### src/rtl/fmac_fifo_wr_arb.sv
// fmac_fifo_wr_arb
// Packet-granular round-robin arbiter that shares one FIFO write port
// between two word sources. A requester is granted only when its whole
// packet (plus a small headroom margin) fits in the FIFO. Once granted, it
// owns the port until its last word is written, so packets never interleave.
module fmac_fifo_wr_arb #(
    parameter int WIDTH  = 32,
    parameter int DEPTH  = 4096,
    parameter int PTR    = 12,
    parameter int MARGIN = 2
) (
    input  logic             i_clk,
    input  logic             i_aclr,
    input  logic             i_req0,
    input  logic             i_req1,
    input  logic [PTR:0]     i_len0,
    input  logic [PTR:0]     i_len1,
    input  logic             i_valid0,
    input  logic             i_valid1,
    input  logic [WIDTH-1:0] i_data0,
    input  logic [WIDTH-1:0] i_data1,
    output logic             o_gnt0,
    output logic             o_gnt1,
    output logic             o_acc0,
    output logic             o_acc1,
    output logic             o_fifo_wrreq,
    output logic [WIDTH-1:0] o_fifo_data,
    input  logic [PTR:0]     i_fifo_wrusedw,
    input  logic             i_fifo_wrfull,
    output logic             o_pkt_done,
    output logic             o_pkt_src,
    output logic             o_busy,
    output logic             o_err_len
);

    // Largest fill level (after adding a packet) that still leaves MARGIN free.
    localparam logic [PTR+1:0] LIMIT = (PTR+2)'(DEPTH - MARGIN);
    localparam logic [PTR:0]   ONE   = (PTR+1)'(1);

    typedef enum logic [1:0] {
        ST_IDLE = 2'd0,
        ST_XFER = 2'd1,
        ST_GAP  = 2'd2
    } state_t;

    state_t         r_state;
    state_t         w_state_next;

    logic [1:0]     r_gnt;
    logic [1:0]     w_gnt_next;
    logic           r_idx;
    logic           w_idx_next;
    logic [PTR:0]   r_cnt;
    logic [PTR:0]   w_cnt_next;
    logic [PTR:0]   r_len;
    logic [PTR:0]   w_len_next;
    logic           r_last;
    logic           w_last_next;
    logic           r_pkt_done;
    logic           w_pkt_done_next;
    logic           r_pkt_src;
    logic           w_pkt_src_next;
    logic           r_err_len;
    logic           w_err_len_next;

    // Per-requester views of the inputs so both sides share one code path.
    logic [1:0]     w_req;
    logic [1:0]     w_valid;
    logic [PTR:0]   w_len   [2];
    logic [PTR+1:0] w_sum   [2];
    logic [1:0]     w_legal;
    logic [1:0]     w_fits;
    logic [1:0]     w_elig;
    logic [1:0]     w_illegal;
    logic [1:0]     w_acc;

    logic           w_fav;
    logic           w_oth;
    logic           w_pick_vld;
    logic           w_pick_idx;
    logic [WIDTH-1:0] w_data;

    assign w_req    = {i_req1, i_req0};
    assign w_valid  = {i_valid1, i_valid0};
    assign w_len[0] = i_len0;
    assign w_len[1] = i_len1;

    // Length legality, space check and word acceptance per requester.
    // The fill sum is one bit wider than usedw/len so it cannot wrap.
    generate
        for (genvar gi = 0; gi < 2; gi++) begin : g_req
            assign w_legal[gi]   = (w_len[gi] != '0) && ({1'b0, w_len[gi]} <= LIMIT);
            assign w_sum[gi]     = {1'b0, i_fifo_wrusedw} + {1'b0, w_len[gi]};
            assign w_fits[gi]    = (w_sum[gi] <= LIMIT);
            assign w_elig[gi]    = w_req[gi] & w_legal[gi] & w_fits[gi];
            assign w_illegal[gi] = w_req[gi] & ~w_legal[gi];
            assign w_acc[gi]     = r_gnt[gi] & w_valid[gi] & ~i_fifo_wrfull;
        end
    endgenerate

    // The requester not served last is favoured.
    assign w_fav = ~r_last;
    assign w_oth = r_last;

    // Round-robin pick. A favoured requester with a legal length but no room
    // blocks the other one, so a big packet cannot be starved by small ones.
    always_comb begin
        w_pick_vld = 1'b0;
        w_pick_idx = w_fav;
        if (w_req[w_fav] && w_legal[w_fav]) begin
            w_pick_vld = w_fits[w_fav];
            w_pick_idx = w_fav;
        end else if (w_elig[w_oth]) begin
            w_pick_vld = 1'b1;
            w_pick_idx = w_oth;
        end
    end

    // Next-state and next-register values for the IDLE/XFER/GAP sequence.
    always_comb begin
        w_state_next    = r_state;
        w_gnt_next      = r_gnt;
        w_idx_next      = r_idx;
        w_cnt_next      = r_cnt;
        w_len_next      = r_len;
        w_last_next     = r_last;
        w_pkt_done_next = 1'b0;
        w_pkt_src_next  = r_pkt_src;
        w_err_len_next  = r_err_len | (|w_illegal);
        case (r_state)
            ST_IDLE: begin
                if (w_pick_vld) begin
                    w_state_next = ST_XFER;
                    w_gnt_next   = w_pick_idx ? 2'b10 : 2'b01;
                    w_idx_next   = w_pick_idx;
                    w_cnt_next   = '0;
                    w_len_next   = w_len[w_pick_idx];
                    w_last_next  = w_pick_idx;
                end
            end
            ST_XFER: begin
                if (|w_acc) begin
                    w_cnt_next = r_cnt + ONE;
                    if (r_cnt == (r_len - ONE)) begin
                        w_state_next    = ST_GAP;
                        w_gnt_next      = 2'b00;
                        w_pkt_done_next = 1'b1;
                        w_pkt_src_next  = r_idx;
                    end
                end
            end
            ST_GAP: begin
                w_state_next = ST_IDLE;
            end
            default: begin
                w_state_next = ST_IDLE;
                w_gnt_next   = 2'b00;
            end
        endcase
    end

    // FSM state register.
    always_ff @(posedge i_clk or posedge i_aclr) begin
        if (i_aclr) begin
            r_state <= ST_IDLE;
        end else begin
            r_state <= w_state_next;
        end
    end

    // Grant, packet bookkeeping and status registers.
    always_ff @(posedge i_clk or posedge i_aclr) begin
        if (i_aclr) begin
            r_gnt      <= 2'b00;
            r_idx      <= 1'b0;
            r_cnt      <= '0;
            r_len      <= '0;
            r_last     <= 1'b1;
            r_pkt_done <= 1'b0;
            r_pkt_src  <= 1'b0;
            r_err_len  <= 1'b0;
        end else begin
            r_gnt      <= w_gnt_next;
            r_idx      <= w_idx_next;
            r_cnt      <= w_cnt_next;
            r_len      <= w_len_next;
            r_last     <= w_last_next;
            r_pkt_done <= w_pkt_done_next;
            r_pkt_src  <= w_pkt_src_next;
            r_err_len  <= w_err_len_next;
        end
    end

    // Write data follows the granted requester; zero when nobody owns the port.
    always_comb begin
        w_data = '0;
        if (r_gnt[0]) begin
            w_data = i_data0;
        end else if (r_gnt[1]) begin
            w_data = i_data1;
        end
    end

    assign o_gnt0       = r_gnt[0];
    assign o_gnt1       = r_gnt[1];
    assign o_acc0       = w_acc[0];
    assign o_acc1       = w_acc[1];
    assign o_fifo_wrreq = |w_acc;
    assign o_fifo_data  = w_data;
    assign o_pkt_done   = r_pkt_done;
    assign o_pkt_src    = r_pkt_src;
    assign o_busy       = (r_state != ST_IDLE);
    assign o_err_len    = r_err_len;

endmodule

### config.mk
export PLATFORM = sky130hd
export DESIGN_NAME = fmac_fifo_wr_arb
export DESIGN_NICKNAME = d
export VERILOG_FILES = /design/src/rtl/fmac_fifo_wr_arb.sv
export SDC_FILE = /design/constraint.sdc
export NUM_CORES = 1
export LEC_CHECK = 0
export CAP_MARGIN = 15
export CORE_MARGIN = 3
export CORE_UTILIZATION = 40
export CTS_BUF_LIST = sky130_fd_sc_hd__clkbuf_16
export CTS_CLUSTER_DIAMETER = 100
export DETAILED_ROUTE_END_ITERATION = 10
export PLACE_DENSITY = 0.85
export SYNTH_ARGS = -nofsm -noshare
export SYNTH_HDL_FRONTEND = slang
export SYNTH_SLANG_ARGS = --single-unit
### constraint.sdc
create_clock -name i_clk -period 4.1 [get_ports i_clk]
set_clock_uncertainty 0.05 [all_clocks]
set_input_delay 0.41 -clock i_clk [delete_from_list [all_inputs] [get_ports i_clk]]
set_output_delay 0.41 -clock i_clk [all_outputs]
set_load 0.005 [all_outputs]
==> PnR_summary.wiki <==
{| class="wikitable"
! Metric !! Value
|-
| Clock share of power || 27.6%
|-
| GRT Resource Usage Total || 24.72%
|-
| Most frequently used flop master after synthesis || sky130_fd_sc_hd__dfrtp_1
|-
| Power per cell area || 238.4 nW/µm²
|-
| Post-synthesis cell type with the largest combined area || sky130_fd_sc_hd__dfrtp_1
|-
| I/O pin cnt || 151
|-
| Fraction of the mapped netlist area in adder cells || 10.24%
|-
| Fin crit period || 3.691 ns
|-
| TritonCTS Buffers || 5
|-
| Async set-reset flop share out of synthesis || 100.0%
|-
| Most common cell after layout, fill and taps aside || sky130_fd_sc_hd__clkdlybuf4s50_1
|-
| Result of the run || finished, final reports clean
|-
| Launch point of the worst path || i_len1[0]
|-
| Number of optimization iterations in the first detailed-route pass || 4
|-
| Leakage power || 2.302 nW
|-
| Total DRC errors in the routed layout || 0
|-
| Combinational Power Share || 39.3%
|-
| Element type at the critical path start || input pin
|-
| Library cell used as clock root buffer || sky130_fd_sc_hd__clkbuf_16
|-
| Clk pin slew, worst setup/hold paths || 0.06 ns
|-
| Launching point of the worst reg2reg path || r_len[0]$_DFFE_PP0P_
|-
| Worst Path Arrival || 3.78 ns
|-
| Share of final-layout standard cells stronger than drive strength 1 || 4.516%
|-
| Unrepaired setup endpoints after global routing || no
|-
| Largest family of logic cells by synthesized area || compound AO/OA/AOI/OAI gates
|-
| Most frequent cells in the layout || sky130_fd_sc_hd__clkdlybuf4s50_1, sky130_fd_sc_hd__nand2_1, sky130_fd_sc_hd__nor2_1
|-
| Share of the synthesized area in the top cell type || 22.32%
|-
| H-tree lvl count || 2
|-
| Post-synthesis cell area || 3812 µm²
|-
| X dimension of the die || 103.6 µm
|-
| Critical Setup Path Class || input pin to flip-flop
|-
| Sink Count || 35
|-
| Number of warning messages in the yosys log || 0
|-
| Antenna Nets Post-Route || 0
|-
| Cts hold-fix bufs || 0
|-
| Xor and xnor area share after synthesis || 6.662%
|-
| Int Pwr || 891.2 µW
|-
| Fraction of the mapped netlist area in simple logic gates || 23.40%
|-
| DIE AREA || 10740 µm²
|-
| NetSw || 442.2 µW
|-
| Top fanout value on the critical path || 8
|-
| Via density per instance || 5.851
|-
| Max-cap viol count || 0
|-
| Clock network latency to the later pin of the worst-skew pair || 0.28 ns
|-
| Initial standard-cell utilization of the core || 42.47%
|-
| Count of inserted antenna diode cells || 0
|-
| Worst slew slack as a fraction of its limit || 59.09%
|-
| Syn Nets || 618
|-
| Period Utilization, post-route || 90.01%
|-
| First-pass GRT wire length || 22.13 mm
|-
| Worst Setup End Kind || flip-flop
|-
| Number of enable flip-flop cells after synthesis || 0
|-
| Number of nets in the layout || 759
|-
| Sequential-to-total area share from yosys stat || 23.01%
|-
| Post-DP Area || 5428 µm²
|-
| Most area-consuming cells after synthesis || sky130_fd_sc_hd__dfrtp_1, sky130_fd_sc_hd__ha_1, sky130_fd_sc_hd__a22o_1
|-
| Switching portion of total power || 33.16%
|-
| Clock Path Buffers || 2
|-
| Core Area || 8976 µm²
|-
| Floorplan row count || 34
|-
| Flop and latch count out of synthesis || 35
|-
| Max-slew violation total from the final report || 0
|-
| Startpoint of the worst hold path || r_idx$_DFFE_PP0P_
|-
| Mux share of post-synthesis cell area || 1.510%
|-
| Clock tree from TritonCTS || built
|-
| Pin count of the biggest net entering global routing || 36
|-
| GPL Wtd Cong || 0.9950
|-
| Via count || 4365
|-
| Final setup viols || 0
|-
| Vias in the first global route || 4446
|-
| Slew at the pin closest to its max-slew limit || 0.6080 ns
|-
| Synthesized instance count || 478
|-
| Post-route design area || 5593 µm²
|-
| IR Drop Worst-Case VDD || 0.0001600 V
|-
| Drt first-iter violations || 213
|-
| Total grt overflow || 0
|-
| Crit path required time || 4.19 ns
|-
| Drt total wl || 13.48 mm
|-
| Antenna violations before repair || 0
|-
| Avg Synthesized Cell Area || 7.976 µm²
|-
| Post-detailed-route wirelength per cell || 18.07 µm
|-
| Growth of design area from synthesis to finish || 46.70%
|-
| Complex-gate fraction of the synthesized area || 29.64%
|-
| Post-route total power || 1.333 mW
|-
| Number of buffer cells added on primary ports || 150
|-
| Reg power frac || 33.1%
|-
| Dpl hpwl || 11.02 mm
|-
| Die H || 103.6 µm
|-
| Number of distinct library cells after synthesis || 60
|-
| Endpoints failing hold || 0
|-
| Type of the most critical hold path || flip-flop to flip-flop
|-
| Filler cells || 777
|-
| Achievable Freq || 271.0 MHz
|}
synthesized netlist by cell type, types with 13 or more instances:
master and n:
sky130_fd_sc_hd__a21oi_1 14, sky130_fd_sc_hd__a22o_1 32, sky130_fd_sc_hd__clkbuf_1 19, sky130_fd_sc_hd__dfrtp_1 34, sky130_fd_sc_hd__ha_1 28, sky130_fd_sc_hd__inv_1 34
sky130_fd_sc_hd__nand2_1 41, sky130_fd_sc_hd__nand3_1 13, sky130_fd_sc_hd__nand4_1 16, sky130_fd_sc_hd__nor2_1 39, sky130_fd_sc_hd__nor3_1 14, sky130_fd_sc_hd__o21ai_0 26
sky130_fd_sc_hd__xnor2_1 15, sky130_fd_sc_hd__xor2_1 14
layer usage:
metal	track usage (%)	wire length [µm]
met3	2.985	800
met5	0	0
met2	44.39	6892
met4	7.217	293
met1	31.09	5493
worst max-delay path: stages:
cell and delay (ns):
sky130_fd_sc_hd__clkdlybuf4s50_1 0.55, sky130_fd_sc_hd__ha_1 0.21, sky130_fd_sc_hd__inv_1 0.06, sky130_fd_sc_hd__fa_1 0.39, sky130_fd_sc_hd__xor2_1 0.17, sky130_fd_sc_hd__a2111oi_0 0.43, sky130_fd_sc_hd__nand4_1 0.17, sky130_fd_sc_hd__a221o_1 0.30
sky130_fd_sc_hd__nor4_1 0.41, sky130_fd_sc_hd__nor3_2 0.17, sky130_fd_sc_hd__nor2b_1 0.34, sky130_fd_sc_hd__o21ai_0 0.16
per-stage QoR:
| step | instances | setup WS (ns) | hold WS [ns] | util, % | TNS (ns) |
|---|---|---|---|---|---|
| finish | 746 | 0.4095 | 0.4232 | 62.31 | 0 |
| global route | 746 | 0.1856 | 0.4439 | 62.31 | 0 |
| CTS | 745 | 0.2844 | 0.4251 | 62.09 | 0 |
| detailed placement | 737 | -0.01904 | 0.4125 | 60.47 | -0.03305 |
| global placement | 737 | 0.09692 | 0.4202 | 60.47 | 0 |
| floorplan | 478 | 1.044 | 0.3958 | - | 0 |
power by group through the flow:
stage	Combinational (mW)	Sequential, mW	Clock [mW]
global route	0.577	0.448	0.387
CTS	0.520	0.440	0.377
detailed placement	0.515	0.445	0
global placement	0.501	0.442	0
finish	0.524	0.441	0.369
floorplan	0.317	0.411	0
cell families after synthesis:
group / count (synthesis)
compound gates: 149
xor+xnor: 29
fa+ha+maj: 30
buf+inv: 56
flops: 35
mux: 5
simple gates: 174
sequential cells by signal, summed over array words and instances, names as in the netlist:
signal	flops
r_idx	1
o_pkt_done	1
r_gnt	2
r_state	2
o_err_len	1
o_pkt_src	1
r_len	13
r_last	1
r_cnt	13
final cells by class:
class / count / area [µm²] / share of cell area, %
Timing Repair Buffer: 156 / 1554 / 27.79
Clock buffer: 5 / 125.1 / 2.237
Inverter: 34 / 127.6 / 2.282
Multi-Input combinational cell: 387 / 2731 / 48.84
Clock inverter: 3 / 20.02 / 0.3579
Tap cell: 126 / 157.7 / 2.819
Sequential cell: 35 / 877.1 / 15.68
worst paths after layout:
| check | end | depth (start not counted) | slack (ns) |
|---|---|---|---|
| worst max-delay path | r_state[0]$_DFFE_PP0P_ | 12 | 0.41 |
| worst min register to register | r_idx$_DFFE_PP0P_ | 1 | 0.42 |
| max in group asynchronous | r_last$_DFFE_PP1P_ | 3 | 3.20 |
| worst max register to register | o_pkt_src$_DFFE_PP0P_ | 10 | 0.87 |
| worst min-delay path | r_idx$_DFFE_PP0P_ | 1 | 0.42 |
| min in group asynchronous | r_cnt[11]$_DFFE_PP0P_ | 3 | 0.47 |
timing repair:
item                       in CTS  in global routing
buffers inserted                0                  0
setup endpoints to repair       0                  3
gates resized for setup         0                  1
Power figures use the tool's default switching activity.
